File: src/rtl/multi_dataflow_job_sched.sv
// multi_dataflow_job_sched: round-robin job intake into a FIFO, one dispatched job at a time
// to the controller FSM, with a completion event back to the owning requester.
module multi_dataflow_job_sched #(
    parameter int N_REQ       = 4,
    parameter int QUEUE_DEPTH = 4,
    parameter int JOB_W       = 32
) (
    input  logic                           clk_i,
    input  logic                           rst_i,
    input  logic [N_REQ-1:0]               req_valid_i,
    input  logic [N_REQ*JOB_W-1:0]         req_job_i,
    output logic [N_REQ-1:0]               req_ready_o,
    output logic                           job_start_o,
    output logic [JOB_W-1:0]               job_o,
    output logic [$clog2(N_REQ)-1:0]       job_owner_o,
    input  logic                           job_done_i,
    output logic                           busy_o,
    output logic [N_REQ-1:0]               evt_o,
    output logic [$clog2(QUEUE_DEPTH):0]   queue_count_o
);
    localparam int OW = $clog2(N_REQ);
    localparam int AW = $clog2(QUEUE_DEPTH);
    localparam int CW = AW + 1;

    typedef enum logic [1:0] {IDLE, START, RUN, DONE} state_t;
    state_t state, state_n;

    logic [JOB_W-1:0] job_mem [QUEUE_DEPTH];
    logic [OW-1:0]    own_mem [QUEUE_DEPTH];
    logic [AW-1:0]    wr_ptr, rd_ptr;
    logic [CW-1:0]    count;
    logic [OW-1:0]    rr_ptr, grant, idx;
    logic             found, full, push, pop;

    assign full = count == CW'(QUEUE_DEPTH);
    assign push = found;
    assign pop  = state == IDLE && count != '0;

    // search starts at rr_ptr and wraps, so the most recent winner has lowest priority
    always_comb begin
        req_ready_o = '0;
        grant       = '0;
        idx         = '0;
        found       = 1'b0;
        for (int k = 0; k < N_REQ; k++) begin
            idx = OW'((int'(rr_ptr) + k) % N_REQ);
            if (!found && !full && !rst_i && req_valid_i[idx]) begin
                found            = 1'b1;
                grant            = idx;
                req_ready_o[idx] = 1'b1;
            end
        end
    end

    always_comb begin
        state_n = (state == IDLE && count != '0)   ? START :
                  (state == START)                 ? RUN   :
                  (state == RUN && job_done_i)     ? DONE  :
                  (state == DONE)                  ? IDLE  : state;
    end

    always_ff @(posedge clk_i) begin
        if (rst_i) state <= IDLE;
        else       state <= state_n;
    end

    always_ff @(posedge clk_i) begin
        if (rst_i) begin
            count       <= '0;
            wr_ptr      <= '0;
            rd_ptr      <= '0;
            rr_ptr      <= '0;
            job_o       <= '0;
            job_owner_o <= '0;
        end else begin
            count <= count + CW'(push) - CW'(pop);
            if (push) begin
                wr_ptr <= wr_ptr + AW'(1);
                rr_ptr <= OW'((int'(grant) + 1) % N_REQ);
            end
            if (pop) begin
                rd_ptr      <= rd_ptr + AW'(1);
                job_o       <= job_mem[rd_ptr];
                job_owner_o <= own_mem[rd_ptr];
            end
        end
    end

    always_ff @(posedge clk_i) begin
        if (push) begin
            job_mem[wr_ptr] <= req_job_i[int'(grant)*JOB_W +: JOB_W];
            own_mem[wr_ptr] <= grant;
        end
    end

    assign job_start_o   = state == START;
    assign busy_o        = state != IDLE;
    assign evt_o         = (state == DONE) ? N_REQ'(1) << job_owner_o : '0;
    assign queue_count_o = count;
endmodule

File: config.mk
export PLATFORM = sky130hd
export DESIGN_NAME = multi_dataflow_job_sched
export DESIGN_NICKNAME = d
export VERILOG_FILES = /design/src/rtl/multi_dataflow_job_sched.sv
export SDC_FILE = /design/constraint.sdc
export NUM_CORES = 1
export LEC_CHECK = 0
export ABC_AREA = 0
export CAP_MARGIN = 40
export CORE_MARGIN = 3
export CORE_UTILIZATION = 56
export CTS_BUF_LIST = sky130_fd_sc_hd__clkbuf_2 sky130_fd_sc_hd__clkbuf_4 sky130_fd_sc_hd__clkbuf_8
export DETAILED_ROUTE_END_ITERATION = 16
export PLACE_DENSITY = 0.95
export REMOVE_ABC_BUFFERS = 1
export SLEW_MARGIN = 25
export SYNTH_ARGS = -nofsm -noshare
export SYNTH_HDL_FRONTEND = slang
export SYNTH_SLANG_ARGS = --single-unit
File: constraint.sdc
create_clock -name clk_i -period 8.7 [get_ports clk_i]
set_input_delay 1.74 -clock clk_i [delete_from_list [all_inputs] [get_ports clk_i]]
set_output_delay 1.74 -clock clk_i [all_outputs]
set_load 0.03 [all_outputs]
==> summary.txt <==
Die
  • Core area: between 0.01 and 0.015 mm2
  • Die area: roughly 0.016 mm2
  • IO Pins: between 150 and 200
  • Row count: 43
  • Die W: between 100 and 150 um
  • Initial Utilization: between 50% and 60%
  • Die Span Y: roughly 130 um

Yosys
  • Dominant cell type by area after synthesis: edfxtp_1
  • Netlist cell types: 44
  • Largest cells by area after synthesis: edfxtp_1, mux2i_1, dfxtp_1
  • Synthesized area per cell: 14.76 um2
  • Area share of the largest cell type after synthesis: 49.94%
  • Synth Instances: 554
  • Seq cells post-synth: roughly 180
  • Cell Area, Synth: just over 0.008 mm2
  • Yosys warns: 0
  • Register area share after synthesis: roughly three fifths

Timing
  • Setup TNS: 0 ps
  • RSZ-0062 raised after global routing: no
  • Final setup margin: roughly 2500 ps
  • Hold Fails Final Rpt: 0
  • Slew Viols, Final: 0
  • Final setup vio count: 0
  • Final setup skew: ~15 ps
  • Fin crit period: between 6000 and 7000 ps
  • Slew HR: a little under half
  • Highest Clock Rate: 160.6 MHz
  • Ratio of final minimum period to clock period: 71.59%
  • Worst-margin pin slew: 813.3 ps

Critical path
  • Startpoint Class: primary input
  • Worst EP arrival: roughly 4500 ps
  • Worst-path fanout max: 8
  • WP data required: 6960 ps
  • Crit path kind: primary input to output pin
  • Crit path capture type: output pin

Placement
  • DP Worst Slack: around 2600 ps
  • Hpwl dp: about 13000 um
  • Placed cell areas: between 0.01 and 0.015 mm2
  • Port Buffers: approximately 180
  • GP Congestion: between 0.9 and 1

Clock network
  • Inserted Clock Buffers: 17
  • H-tree levels: 4
  • Clk_lat worst skew: 450 ps
  • Number of setup buffers added after CTS: 0
  • Clock Tree Buf Depth: 2
  • CTS resizes: 0
  • CTS tree: built
  • Reg clk slew, reported paths: roughly 80 ps
  • CTS sink count: between 150 and 200
  • CTS root buffer: clkbuf_8
  • Cts-stage hold buffer count: 0

Layout
  • Most common cell after layout, fill and taps aside: clkdlybuf4s50_1
  • Fin area: ~0.011 mm2
  • Share of post-route cells with drive strength above 1: roughly an eighth
  • Most frequent cells in the layout: clkdlybuf4s50_1, edfxtp_1, mux2i_1, nand2_1, dfxtp_1
  • Layout area overhead: 30.42%
  • Ant. Diodes: 0
  • Fin nets: just under 900

Routing
  • Via count: 5433
  • Vias per Instance: just under 6
  • Drt first pass iters: 7
  • Final WL: 18770 um
  • Wirelength per Cell: slightly above 20 um
  • Routed Antenna Nets: 0
  • DRC violations left: 0
  • Initial DRC count: between 400 and 500

GRT
  • Initial antenna violation count: 0
  • First-pass GRT wire length: about 30000 um
  • Pin count of the biggest net entering global routing: 39
  • Vias in the first global route: 5712
  • Total gr overflow: 0
  • GR Util All Layers: between 20% and 30%

Pwr
  • Leakage: roughly 3.6 nW
  • Switching share of power: between 30% and 40%
  • Switching Power: between 1 and 1.5 mW
  • Clock network power share: around a fifth
  • Sequential share of power: around two fifths
  • Combinational share of power: about 43%
  • Max IR drop VDD: 192.9 uV
  • Internal Pwr Total: 2.186 mW
  • PwrDens: roughly 320 mW/mm2

Min path
  • Hold WC Path Type: flip-flop to flip-flop

Job
  • Max-Cap Viols: 0

Outcome
  • Status: completed
power by group through the flow:
| stage | clock network [mW] | registers (mW) | logic, mW |
|---|---|---|---|
| 5_1_grt | 0.673 | 1.34 | 1.55 |
| 2_1_floorplan | 0 | 1.49 | 0.753 |
| 4_1_cts | 0.647 | 1.32 | 1.45 |
| 6_report | 0.635 | 1.32 | 1.45 |
| 3_5_place_dp | 0 | 1.34 | 1.44 |
| 3_3_place_gp | 0 | 1.34 | 1.31 |
routing by layer:
metal | track usage, % | routed length, um
met1 | 28.67 | 6793
met2 | 42.62 | 10150
met3 | 5.305 | 1434
met4 | 8.391 | 388
met5 | 0 | 0
synthesized netlist by cell type (all sizes together):
library cell	number
a221o	5
a211oi	1
nor3	10
or2	2
o2bb2ai	1
nor3b	2
mux2i	100
inv	8
nand3	1
clkbuf	19
a21o	1
a22oi	1
o31ai	2
nor4	2
buf	18
o211ai	1
a22o	4
a32o	1
edfxtp	136
ha	9
nand4	1
nor2b	3
mux4	35
nor2	11
nand3b	1
a31oi	1
dfxtp	45
xor2	1
xnor2	6
mux2	3
o31a	1
nand2b	1
fa	1
nand2	78
and4	1
nor4b	2
and2	4
a21oi	35
sequential cells by signal, indices dropped and copies added (netlist names):
name and count:
wr_ptr 2, job_owner_o 2, job_mem 128, own_mem 8, state 2, rd_ptr 2, queue_count_o 3, rr_ptr 2
job_o 32
worst max-delay path, stage by stage:
cell	delay (ps)
clkdlybuf4s50_1	560
mux4_2	610
nor3_4	200
and4_1	370
a22o_1	200
a221o_1	130
clkdlybuf4s50_1	670
area by class of cell:
cell class / instances / area, um2
inverters: 8 / 30.03
fillers: 822 / 3431
multi-input cells: 328 / 2924
clock inverters: 10 / 168.9
well taps: 180 / 225.2
clock buffers: 22 / 290.3
repair buffers: 193 / 2039
flip-flops and latches: 181 / 4987
final timing paths:
| path | start | to | slack, ps | depth (start not counted) |
|---|---|---|---|---|
| setup / recovery | req_valid_i[3] | req_ready_o[0] | 2470 | 7 |
| setup reg to reg | rr_ptr[0] | job_mem[0][15] | 4540 | 10 |
| hold reg to reg | job_o[2] | job_o[2] | 460 | 2 |
| hold / removal | job_o[2] | job_o[2] | 460 | 2 |
kinds of logic after synthesis:
logic type,synth area share [%]
DFF,60.95
muxes,22.29
and+or+nand+nor,6.548
AOI/OAI and AO/OA,4.376
buffers and inverters,3.458
adders and majority gates,1.622
xor gates and xnor gates,0.7497
stage by stage:
stage	std cells	power (mW)	utilization, %	hold WS, ps
after floorplan	517	2.240	-	512.4
after global placement	881	2.643	70.91	443.3
after detailed placement	890	2.781	72.40	449.6
after CTS	922	3.426	75.66	461.4
after global routing	922	3.570	75.66	482.2
final	922	3.404	75.66	456.9
No activity file was read; power rests on OpenSTA's default activity.
